[config.mk]
export PLATFORM = sky130hd
export DESIGN_NAME = pc_sequencer
export DESIGN_NICKNAME = d
export VERILOG_FILES = /design/src/rtl/pc_sequencer.sv
export SDC_FILE = /design/constraint.sdc
export NUM_CORES = 1
export LEC_CHECK = 0
export ABC_AREA = 1
export CORE_AREA = 2 2 89 91
export CTS_CLUSTER_SIZE = 40
export DETAILED_ROUTE_END_ITERATION = 10
export DIE_AREA = 0 0 91 93
export HOLD_SLACK_MARGIN = 0.15
export PLACE_DENSITY_LB_ADDON = 0.2
export SETUP_SLACK_MARGIN = 0.02
export SYNTH_ARGS = -nofsm -noshare
export SYNTH_HDL_FRONTEND = slang
export SYNTH_SLANG_ARGS = --single-unit
[constraint.sdc]
create_clock -name clk -period 2 [get_ports clk]
set_input_delay 0.4 -clock clk [delete_from_list [all_inputs] [get_ports clk]]
set_output_delay 0.4 -clock clk [all_outputs]
set_load 0.03 [all_outputs]
[src/rtl/pc_sequencer.sv]
`default_nettype none
// ============================================================================
//  Module      : pc_sequencer
//  Description : Parametrised program counter for the MIPS fetch stage.
//                Provides a configurable width, reset vector and step, a
//                synchronous load for branches/jumps, and an optional
//                hardware return-address stack for call/return.
//
//                Optional feature macro:
//                  PC_SEQ_STACK_EN  - when defined, builds a circular
//                                     STACK_DEPTH x WIDTH return stack.
//                                     When undefined, call behaves as load,
//                                     ret is ignored and the stack flags are
//                                     tied to their empty-stack values.
//
//  Ports       : clk          - rising-edge clock
//                reset        - synchronous reset, active low
//                pc_en        - 1 = counter may change this cycle
//                load         - jump to load_addr
//                load_addr    - branch/jump/call target
//                call         - push count+STEP and jump to load_addr
//                ret          - pop return address into count
//                count        - current PC (registered)
//                stack_empty  - stack holds 0 entries (registered)
//                stack_full   - stack holds STACK_DEPTH entries (registered)
//                stack_ovf    - one-cycle pulse: call while full
//                stack_unf    - one-cycle pulse: ret while empty
//
//  Revision    : 1.0 - initial release
// ============================================================================
module pc_sequencer #(
    parameter int WIDTH       = 32,
    parameter int RESET_VEC   = 0,
    parameter int STEP        = 4,
    parameter int STACK_DEPTH = 4
) (
    input  logic             clk,
    input  logic             reset,
    input  logic             pc_en,
    input  logic             load,
    input  logic [WIDTH-1:0] load_addr,
    input  logic             call,
    input  logic             ret,
    output logic [WIDTH-1:0] count,
    output logic             stack_empty,
    output logic             stack_full,
    output logic             stack_ovf,
    output logic             stack_unf
);

    // Parameters are sized to the datapath once so that all arithmetic
    // below wraps naturally modulo 2**WIDTH.
    localparam logic [WIDTH-1:0] c_RESET_VEC = WIDTH'(RESET_VEC);
    localparam logic [WIDTH-1:0] c_STEP      = WIDTH'(STEP);

    logic [WIDTH-1:0] r_count;
    logic [WIDTH-1:0] w_count_nxt;
    logic [WIDTH-1:0] w_count_inc;

    // Sequential successor; also the return address pushed on a call.
    assign w_count_inc = r_count + c_STEP;

    assign count = r_count;

`ifdef PC_SEQ_STACK_EN

    localparam int               c_PTR_W = $clog2(STACK_DEPTH);
    localparam logic [c_PTR_W:0] c_DEPTH = (c_PTR_W + 1)'(STACK_DEPTH);

    // Circular buffer: r_wr_ptr is the next slot to write, the top of stack
    // sits one slot below it. r_occ counts valid entries (0..STACK_DEPTH).
    // When full, r_wr_ptr already points at the oldest entry, so a push
    // simply overwrites it while occupancy saturates at STACK_DEPTH.
    logic [WIDTH-1:0]   r_stack [STACK_DEPTH];
    logic [c_PTR_W-1:0] r_wr_ptr;
    logic [c_PTR_W:0]   r_occ;
    logic               r_empty;
    logic               r_full;
    logic               r_ovf;
    logic               r_unf;

    logic [c_PTR_W-1:0] w_rd_ptr;
    logic [WIDTH-1:0]   w_top;
    logic [c_PTR_W-1:0] w_ptr_nxt;
    logic [c_PTR_W:0]   w_occ_nxt;
    logic               w_push;
    logic               w_ovf_nxt;
    logic               w_unf_nxt;
    logic               w_is_empty;
    logic               w_is_full;

    assign w_rd_ptr   = r_wr_ptr - 1'b1;
    assign w_top      = r_stack[w_rd_ptr];
    assign w_is_empty = (r_occ == '0);
    assign w_is_full  = (r_occ == c_DEPTH);

    // Command decode: exactly one action per enabled cycle with priority
    // ret > call > load > increment.
    always_comb begin
        w_count_nxt = r_count;
        w_ptr_nxt   = r_wr_ptr;
        w_occ_nxt   = r_occ;
        w_push      = 1'b0;
        w_ovf_nxt   = 1'b0;
        w_unf_nxt   = 1'b0;
        if (pc_en) begin
            if (ret) begin
                if (w_is_empty) begin
                    // Underflow restarts the program from the reset vector.
                    w_count_nxt = c_RESET_VEC;
                    w_unf_nxt   = 1'b1;
                end else begin
                    w_count_nxt = w_top;
                    w_ptr_nxt   = w_rd_ptr;
                    w_occ_nxt   = r_occ - 1'b1;
                end
            end else if (call) begin
                w_push      = 1'b1;
                w_count_nxt = load_addr;
                w_ptr_nxt   = r_wr_ptr + 1'b1;
                if (w_is_full) begin
                    w_ovf_nxt = 1'b1;
                end else begin
                    w_occ_nxt = r_occ + 1'b1;
                end
            end else if (load) begin
                w_count_nxt = load_addr;
            end else begin
                w_count_nxt = w_count_inc;
            end
        end
    end

    always_ff @(posedge clk) begin
        if (!reset) begin
            r_count  <= c_RESET_VEC;
            r_wr_ptr <= '0;
            r_occ    <= '0;
            r_empty  <= 1'b1;
            r_full   <= 1'b0;
            r_ovf    <= 1'b0;
            r_unf    <= 1'b0;
        end else begin
            r_count  <= w_count_nxt;
            r_wr_ptr <= w_ptr_nxt;
            r_occ    <= w_occ_nxt;
            // Flags reflect occupancy after this cycle's update.
            r_empty  <= (w_occ_nxt == '0);
            r_full   <= (w_occ_nxt == c_DEPTH);
            r_ovf    <= w_ovf_nxt;
            r_unf    <= w_unf_nxt;
        end
    end

    // Entry storage carries no reset; stale contents are unreachable once
    // the pointer/occupancy are cleared.
    always_ff @(posedge clk) begin
        if (reset && w_push) begin
            r_stack[r_wr_ptr] <= w_count_inc;
        end
    end

    assign stack_empty = r_empty;
    assign stack_full  = r_full;
    assign stack_ovf   = r_ovf;
    assign stack_unf   = r_unf;

`else

    // No return stack: call is a plain jump, ret is ignored.
    logic       w_unused_ret;
    logic [1:0] w_unused_cfg;

    assign w_unused_ret = ret;
    assign w_unused_cfg = 2'(STACK_DEPTH);

    always_comb begin
        w_count_nxt = r_count;
        if (pc_en) begin
            if (call || load) begin
                w_count_nxt = load_addr;
            end else begin
                w_count_nxt = w_count_inc;
            end
        end
    end

    always_ff @(posedge clk) begin
        if (!reset) begin
            r_count <= c_RESET_VEC;
        end else begin
            r_count <= w_count_nxt;
        end
    end

    assign stack_empty = 1'b1;
    assign stack_full  = 1'b0;
    assign stack_ovf   = 1'b0;
    assign stack_unf   = 1'b0;

`endif

endmodule
`default_nettype wire
# [After elaboration in Yosys (flattened, before gate mapping)]
# Cells that the tools add are included.
# Widths: inputs -> output; s select.
[totals] register_bits=32 out_inout_bits=36
[op_classes] n_addsub=1 mux=1 reduce_logical=1
[op_table] op="$add 32x3->32 const B" count=1
[op_table] op="$mux 32" count=1
[op_table] op="$logic_or 1x1->1" count=1

# [Logic depth before layout (Yosys ltp)]
[depth] depth_word=2 depth_mapped=10 ltp_nobuf=10

# [Least setup slack after synthesis]
# OpenSTA, ideal clock, no wires.
[synth_timing] kind="reg-to-reg" from="register r_count[2] (netlist: count[2])" to="register r_count[26] (netlist: count[26])" setup_ns=0.132 t_arrival_ns=1.542 slack_ns=0.326 path_stages_with_launch=11 n_path_buf=0 synth_period_minus_slack_ns=1.674 path_cell_list="dfxtp_1 > ha_1 > nand2_2 > nor2_4 > nand2_4 > nor2_4 > nand2_1 > nand2_1 > nand3_1 > nand2_1 > a21oi_1"
[synth_via] elab_chain_len=2
[synth_rtl] element="start: declaration" line="56" text="logic [WIDTH-1:0] r_count;"
[synth_rtl] element="start signal: assignment" line="190" text="r_count <= c_RESET_VEC;"
[synth_rtl] element="start signal: assignment" line="192" text="r_count <= w_count_nxt;"
[synth_rtl] element="$add 32x3->32" line="61" text="assign w_count_inc = r_count + c_STEP;"
[synth_rtl] element="$mux 32" line="180" text="if (call || load) begin"
# Every way passes these cells.
# A chain may end at the register's enable or synchronous reset.

# [Worst setup path in the final report]
[layout_timing] from="register r_count[20] (netlist: count[20])" to="output port count[20]"
[layout_lines] element="end: declaration" line="44" text="output logic [WIDTH-1:0] count,"
# No word-level cell between the ends.

==> results.md <==
| Quantity | Reported |
|---|---|
| Clock period minus worst slack | 1.84 ns |
| Upper clock frequency limit | 542 MHz |
| Startpoint-to-endpoint class of the critical path | flop to output pin |
| Final core occ | 0.411 |
| Result of the run | complete, no violations |
| Maximum number of pins on one net before global-route repair | 38 |
| Clock-pin slew on the worst setup and hold paths | 0.07 ns |
| Wire length of the first global-routing pass | 12,100 microns |
| Commonest cells after routing, fill and taps aside | nand2_1 (107), clkdlybuf4s50_1 (68), nor2_1 (41), inv_1 (34), nand3_1 (34) |
| Path class of the lowest-slack min-delay path | flop to flop |
| Static leakage | 1.13 nW |
| Gates resized, CTS repair | 0 |
| DR WL/cell | 13.5 microns |
| Placed Instance Area | 3000 sq um |
| Worst path arrival time | 1.44 ns |
| Vias in the first global route | 2,442 |
| Cell variety after synth | 26 |
| Post-Syn Area | 2190 sq um |
| Diodes inserted | 0 |
| TritonCTS buffer count | 5 |
| Fraction of final layout cells with drive strength greater than 1 | 0.0746 |
| IO Count | 74 |
| Aggregate routed wire length | 7180 microns |
| Maximum VDD drop | 0.218 mV |
| Clock sinks | 32 |
| CTS tree | built |
| Critical path launch point type | flop |
| Number of hold-slack violations in the final timing report | 0 |
| Remaining routing DRC violations | 0 |
| HPWL after DPL | 5360 microns |
| Area of the core | 7530 sq um |
| Number of search-and-repair iterations in the first detailed-routing pass | 5 |
| RSZ-0062 raised after global routing | false |
| Cells after Synth | 358 |
| Area delta synth->final | 41.3% |
| Number of max-cap violations | 0 |
| Overall die area | 8460 sq um |
| Number of buffers inserted to repair setup after CTS | 0 |
| Number of flip-flops under the largest register name | 32 |
| Synthesized area per cell | 6.11 sq um |
| Die height | 93 microns |
| # nets final | 467 |
| CP endpoint kind | output pin |
| Count of vias placed by the detailed router | 2,559 |
| Overall global routing resource usage | 0.178 |
| Cts-stage hold buffer count | 0 |
| Maximum clock skew at final layout | 0.00665 ns |
| CTS root buf | clkbuf_8 |
| Initial cell density of the core | 0.291 |
| Critical-path cell with the highest stage delay | clkdlybuf4s50_1 |
| Largest fanout of any net on the critical path | 5 |
| Number of buffers inserted by port buffering | 68 |
| Biggest cell delay along the critical path | 0.71 ns |
| Family with the most delay on the worst path | buffers and inverters |
| Synthesis warning total | 0 |
| Post-DRT Antenna Nets | 0 |
| Data required, critical path | 1.60 ns |
| Routed via count divided by cell count | 4.82 |
| Die Span X | 91 microns |
| Antenna violations before repair | 0 |
| Setup TNS | 0 ns |
| Number of placement rows | 32 |
| Critical-path cell list | clkdlybuf4s50_1 |
| Number of buffer and inverter instances along the worst setup path | 1 |
| Grt total ovfl | 0 |
| Initial DRC Count | 109 |
| PwrDens | 562 nW/um^2 |
| Gpl congestion | 0.863 |
| Final setup fails | 0 |
| Clock latency at the later pin of the worst-skew pair | 0.29 ns |
| Summed area of non-filler cells in the final layout | 3090 sq um |
| Register bit count reported by yosys | 32 |
| Number of H-tree levels | 2 |
| Max-slew violations | 0 |
| Seq/Total Area, Yosys | 0.293 |
| Most common library cell in the layout ignoring fill and taps | nand2_1 |
| Clock Tree Buf Depth | 2 |
| Crit share post-route | 0.922 |
where the power goes:
| part | switching, mW | leakage (nW) | total (mW) | internal (mW) |
|---|---|---|---|---|
| Combinational | 0.255 | 0.813 | 0.461 | 0.206 |
| Clock | 0.258 | 0.0510 | 0.532 | 0.275 |
| Sequential | 0.0605 | 0.265 | 0.744 | 0.683 |
| Total | 0.573 | 1.13 | 1.74 | 1.16 |
logic make-up after synthesis:
kind of cell | count (synthesis) | synth area share
fa+ha+maj | 1 | 0.00572
flops | 32 | 0.293
simple gates | 219 | 0.452
compound gates | 53 | 0.147
other cells | 2 | 0.00343
buf+inv | 51 | 0.0989
per-stage QoR:
step	cells	hold WS (ns)	worst slack [ns]	power [mW]
2_1_floorplan	360	0.535	0.326	1.00
3_3_place_gp	523	0.494	0.0720	1.22
3_5_place_dp	523	0.519	0.0566	1.22
4_1_cts	531	0.538	0.134	1.76
5_1_grt	531	0.561	0.0893	1.83
6_report	531	0.524	0.155	1.74
final cells by class:
| class | count | area, sq um |
|---|---|---|
| Timing Repair Buffer | 77 | 761 |
| Fill cell | 856 | 4440 |
| Sequential cell | 32 | 641 |
| Inverter | 35 | 131 |
| Tap cell | 102 | 128 |
| Multi-Input combinational cell | 277 | 1340 |
| Clock inverter | 2 | 10.0 |
| Clock buffer | 6 | 82.6 |
routing by layer:
metal / up-vias / routed length, microns / track usage
met5: - / 0 / 0
li1: 1313 / - / -
met3: 11 / 338 / 0.0346
met1: 1171 / 3410 / 0.237
met2: 64 / 3310 / 0.288
met4: 0 / 123 / 0.0581
synth_stat cells (all sizes together):
| cell type | n | share of area |
|---|---|---|
| nand2 | 110 | 0.19 |
| nor2 | 52 | 0.12 |
| inv | 35 | 0.060 |
| nand3 | 34 | 0.078 |
| dfxtp | 32 | 0.29 |
| a21oi | 18 | 0.041 |
| o21ai | 14 | 0.032 |
| buf | 10 | 0.029 |
| nor3 | 10 | 0.023 |
| a211oi | 9 | 0.031 |
| nand4 | 9 | 0.026 |
| o211ai | 9 | 0.031 |
| clkbuf | 6 | 0.010 |
| conb | 2 | 0.0034 |
| nor4 | 2 | 0.0057 |
| o221ai | 2 | 0.0080 |
| and2 | 1 | 0.0029 |
| and3 | 1 | 0.0029 |
| ha | 1 | 0.0057 |
| o311ai | 1 | 0.0040 |
worst paths after layout:
kind              startpoint        end  slack, ns  cells after the start
setup / recovery   count[20]  count[20]       0.16                      1
hold / removal      count[0]   count[0]       0.52                      2
setup reg to reg    count[2]  count[26]       0.32                     10
hold reg to reg     count[0]   count[0]       0.52                      2
Note: power is estimated with default switching activity, not from simulation.
